**src/rtl/uart_tx_frame_engine.sv**
```systemverilog
// UART transmit framer: synchronises the divided baud clock into clk_in,
// turns its rising edges into one-cycle ticks and serialises start/data/parity/stop bits.
module uart_tx_frame_engine #(
    parameter int DATA_BITS = 8,
    parameter int STOP_BITS = 1
) (
    input  logic                 clk_in,
    input  logic                 reset,
    input  logic                 baud_clk,
    input  logic                 tx_start,
    input  logic [DATA_BITS-1:0] tx_data,
    input  logic                 parity_en,
    input  logic                 parity_odd,
    output logic                 tx,
    output logic                 tx_busy,
    output logic                 tx_done
);
    localparam int CW = $clog2(DATA_BITS);

    typedef enum logic [2:0] {IDLE, ALIGN, START, DATA, PARITY, STOP} state_t;

    state_t               state, state_nx;
    logic                 sync0, sync1, prev, baud_tick;
    logic [DATA_BITS-1:0] shift, shift_nx;
    logic [CW-1:0]        bit_cnt, bit_cnt_nx;
    logic                 stop_cnt, stop_cnt_nx;   // at most two stop bits
    logic                 par_en, par_en_nx, par_bit, par_bit_nx;
    logic                 tx_nx, busy_nx, done_nx;

    // baud_clk is asynchronous data: two-flop synchroniser, then rising-edge detect
    always_ff @(posedge clk_in or posedge reset) begin
        if (reset) begin
            sync0 <= 1'b0;
            sync1 <= 1'b0;
            prev  <= 1'b0;
        end else begin
            sync0 <= baud_clk;
            sync1 <= sync0;
            prev  <= sync1;
        end
    end

    assign baud_tick = sync1 & ~prev;

    always_ff @(posedge clk_in or posedge reset) begin
        if (reset) begin
            state    <= IDLE;
            shift    <= '0;
            bit_cnt  <= '0;
            stop_cnt <= 1'b0;
            par_en   <= 1'b0;
            par_bit  <= 1'b0;
            tx       <= 1'b1;
            tx_busy  <= 1'b0;
            tx_done  <= 1'b0;
        end else begin
            state    <= state_nx;
            shift    <= shift_nx;
            bit_cnt  <= bit_cnt_nx;
            stop_cnt <= stop_cnt_nx;
            par_en   <= par_en_nx;
            par_bit  <= par_bit_nx;
            tx       <= tx_nx;
            tx_busy  <= busy_nx;
            tx_done  <= done_nx;
        end
    end

    always_comb begin
        state_nx    = state;
        shift_nx    = shift;
        bit_cnt_nx  = bit_cnt;
        stop_cnt_nx = stop_cnt;
        par_en_nx   = par_en;
        par_bit_nx  = par_bit;
        tx_nx       = tx;
        busy_nx     = tx_busy;
        done_nx     = 1'b0;
        case (state)
            IDLE: begin
                tx_nx   = 1'b1;
                busy_nx = 1'b0;
                if (tx_start) begin
                    shift_nx   = tx_data;
                    par_en_nx  = parity_en;
                    par_bit_nx = ^tx_data ^ parity_odd;
                    busy_nx    = 1'b1;
                    state_nx   = ALIGN;
                end
            end
            // wait for a tick so the start bit spans a whole baud period
            ALIGN: if (baud_tick) begin
                tx_nx    = 1'b0;
                state_nx = START;
            end
            START: if (baud_tick) begin
                tx_nx      = shift[0];
                shift_nx   = shift >> 1;
                bit_cnt_nx = '0;
                state_nx   = DATA;
            end
            DATA: if (baud_tick) begin
                if (bit_cnt == CW'(DATA_BITS - 1)) begin
                    if (par_en) begin
                        tx_nx    = par_bit;
                        state_nx = PARITY;
                    end else begin
                        tx_nx       = 1'b1;
                        stop_cnt_nx = 1'b0;
                        state_nx    = STOP;
                    end
                end else begin
                    tx_nx      = shift[0];
                    shift_nx   = shift >> 1;
                    bit_cnt_nx = bit_cnt + CW'(1);
                end
            end
            PARITY: if (baud_tick) begin
                tx_nx       = 1'b1;
                stop_cnt_nx = 1'b0;
                state_nx    = STOP;
            end
            STOP: if (baud_tick) begin
                if (stop_cnt == 1'(STOP_BITS - 1)) begin
                    busy_nx  = 1'b0;
                    done_nx  = 1'b1;
                    state_nx = IDLE;
                end else begin
                    stop_cnt_nx = stop_cnt + 1'b1;
                end
            end
            default: state_nx = IDLE;
        endcase
    end
endmodule

```
**config.mk**
```make
export PLATFORM = sky130hd
export DESIGN_NAME = uart_tx_frame_engine
export DESIGN_NICKNAME = d
export VERILOG_FILES = /design/src/rtl/uart_tx_frame_engine.sv
export SDC_FILE = /design/constraint.sdc
export NUM_CORES = 1
export LEC_CHECK = 0
export ABC_AREA = 1
export BUFFER_PORTS_ARGS = -buffer_cell sky130_fd_sc_hd__buf_2
export CORE_ASPECT_RATIO = 2
export CORE_UTILIZATION = 45
export DETAILED_ROUTE_END_ITERATION = 16
export HOLD_SLACK_MARGIN = 0.12
export SLEW_MARGIN = 20
export SYNTH_ARGS = -nofsm -noshare
export SYNTH_HDL_FRONTEND = slang
export SYNTH_SLANG_ARGS = --single-unit
```
**constraint.sdc**
```tcl
create_clock -name clk_in -period 1.8 [get_ports clk_in]
set_input_delay 0.27 -clock clk_in [delete_from_list [all_inputs] [get_ports clk_in]]
set_output_delay 0.27 -clock clk_in [all_outputs]
set_load 0.05 [all_outputs]
```
==> impl_metrics.csv <==
group,metric,value,unit
run_status,outcome,"complete, no violations",
detailed_routing,drc,0,
place,place_ws,212,ps
setup_path,worstSetupPathType,"flop to flop",
timing,rsz0062_at_grt,"no",
grt,grt_pass1_wl,4240,um
finish,fillers,262,
logic_synthesis,synthTopCellsByArea,"dfrtp_1, nand2_1, o21ai_0",
logic_synthesis,ys_seq_area_share,43.7,%
logic_synthesis,postSynthCellCount,167,
setup_path,critical_path.most_common_cell,"ha_1",
floorplanning,core,2600,um2
timing,fin_ws,189,ps
logic_synthesis,synth.avg_cell_area,7.57,um2
finish,nets,206,
timing,worst_pin_slew,360,ps
setup_path,end_kind,"flop",
timing,clock-skew-final,4.14,ps
timing,post-route-period-util,89.5,%
logic_synthesis,synth_cell_types,25,
power,irDropWorstVdd,0.000925,V
floorplanning,ios,17,
timing,period_minus_slack,1610,ps
clock_network,cts.sinks,22,
timing,setup_viol,0,
grt,grt_max_degree,17,
detailed_routing,drt_wl_total,2530,um
clock_network,cts_tree,"built",
finish,top_regs,"shift: 8 flops, bit_cnt: 3 flops, state: 3 flops",
grt,grt_overflow,0,
logic_synthesis,synth_common_cells,"nand2_1, inv_1, dfrtp_1",
place,gp_congestion,0.710,
place,placed_cell_area,1370,um2
timing,finalHoldViolCount,0,
logic_synthesis,ys_ff_latch,22,
logic_synthesis,synth_top_area_share,41.6,%
detailed_routing,drtIter0Drc,13,
clock_network,path_clk_slew,80,ps
finish,fin_area,1460,um2
grt,grt_pass1_vias,1078,
setup_path,path_max_fanout,16,
timing,slew_headroom,76.0,%
setup_path,arrival,1800,ps
clock_network,postCtsSetupBuffers,0,
job,cap_violations,0,
floorplanning,start_util,48.6,%
logic_synthesis,yosysMostFrequentCell,"nand2_1",
finish,regMostFlops,"shift",
timing,tns,0,ps
finish,largest_reg_flops,8,
clock_network,clock_latency,260,ps
timing,drv_slew,0,
setup_path,crit_slowest_cell,"dfrtp_1",
floorplanning,chipHeight,76.9,um
place,dp_hpwl,2030,um
floorplanning,rows,26,
finish,area_delta_synth_final,15.3,%
logic_synthesis,syn-num-nets,184,
clock_network,htreeDepth,1,
detailed_routing,viasPerCell,5.06,
finish,layout-drive-gt1-share,19.1,%
detailed_routing,ant_nets,0,
finish,n_antenna_cell,0,
detailed_routing,drt_first_pass_iters,4,
logic_synthesis,synth_ff_type,"dfrtp_1",
place,portBuffers,16,
setup_path,crit_chain,"ha_1, ha_1, o21ai_1, nand2_2, nor2_8, nor2_1, a21oi_1",
power,p_leak,0.790,nW
logic_synthesis,synth-edff-count,0,
finish,final_util,56.0,%
detailed_routing,avgRoutedWirePerCell,11.7,um
floorplanning,floorplan.die_area,3040,um2
logic_synthesis,synthArstFlopShare,100,%
grt,antenna_found_initial,0,
min_path,holdCritPathClass,"primary input to flop",
clock_network,numCtsBuffers,3,
power,power,0.00229,W
clock_network,ctsLongestPathBuffers,2,
floorplanning,die_w,39.5,um
logic_synthesis,netlist_area,1260,um2
setup_path,cp_slowest_stage_delay,400,ps
power,cellPowerDensity,1570,nW/um2
grt,grt_util_all_layers,19.2,%
clock_network,cts-root-buf,"clkbuf_8",
timing,fmax,621,MHz
logic_synthesis,synth_warnings,0,
detailed_routing,vias,1093,
setup_path,cp.required,1980,ps
setup_path,startpoint_type,"flop",
logic_synthesis,yosysTopAreaCell,"dfrtp_1",
==> logic make-up after synthesis <==
| group | count (synthesis) | synth area share (%) |
|---|---|---|
| AND/OR/NAND/NOR | 84 | 30.8 |
| AO/OA/AOI/OAI | 28 | 11.9 |
| adder cells (fa/ha/maj) | 3 | 2.97 |
| buffers and inverters | 28 | 9.31 |
| flip-flops | 22 | 43.7 |
| XOR/XNOR | 2 | 1.39 |
==> layout by cell type, fill, tap and decap left out <==
cell type and n:
buf_4 1, inv_1 22, xnor2_1 1, nand2_4 3, xor2_1 1, a21oi_1 4
buf_2 16, nor2_8 1, nand2_2 2, nand3b_1 1, bufinv_16 1, o21ai_0 19
o21ai_1 2, o21a_1 1, dlygate4sd3_1 2, inv_2 4, or2_0 1, clkbuf_8 3
nor2_1 7, nor3_1 1, nor2_2 2, dfrtp_1 21, nand3_1 12, ha_1 3
dfstp_2 1, nand2_1 53, nand4_1 1, o21ai_2 2
==> worst paths after layout <==
kind | start | endpoint | slack (ps) | depth (start not counted)
setup / recovery | bit_cnt[0] | shift[0] | 190 | 7
hold / removal | parity_en | par_en | 210 | 3
setup reg to reg | bit_cnt[0] | shift[0] | 190 | 7
hold reg to reg | sync0 | sync1 | 350 | 0
max in group asynchronous | reset | shift[7] | 780 | 4
min in group asynchronous | reset | state[0] | 510 | 3
==> repair_timing <==
| item | in CTS | in global routing |
|---|---|---|
| hold endpoints to repair | 8 | 0 |
| hold buffers | 2 | 0 |
| resized for setup | 0 | 0 |
==> per-stage QoR <==
step / cells / hold WS (ps)
after floorplan: 167 / 258
after global placement: 210 / 249
after detailed placement: 210 / 254
after CTS: 216 / 209
after global routing: 216 / 240
final: 216 / 209
==> layer usage <==
metal | global-route usage, % | share of wire (%) | vias to the layer above
li1 | - | - | 566
met1 | 19.5 | 38 | 514
met2 | 36.4 | 59 | 11
met3 | 2.02 | 1.7 | 2
met4 | 6.21 | 1.0 | 0
met5 | 0 | 0 | -
==> critical path, delay by kind of cell, from the launching register on <==
kind	cells	cell delay, ps
flip-flops	1	400
AO/OA/AOI/OAI	2	290
adder cells (fa/ha/maj)	2	450
AND/OR/NAND/NOR	3	410
==> report_power, final <==
group	internal, W	total (W)	leakage (nW)	switching, W
logic	0.000338	0.00103	0.481	0.000689
clock network	0.000297	0.000454	0.0357	0.000157
registers	0.000684	0.000807	0.272	0.000123
==> layout make-up <==
class                      count  area (um2)  area share [%]
inverter                      26        97.6            6.70
sequential                    22         552            37.9
multi-input combinational    117         594            40.8
timing repair buffer          19         108            7.38
clock buffer                   3        41.3            2.83
tap                           28        35.0            2.40
clock inverter                 1        30.0            2.06
(Power assumes the default switching activity.)
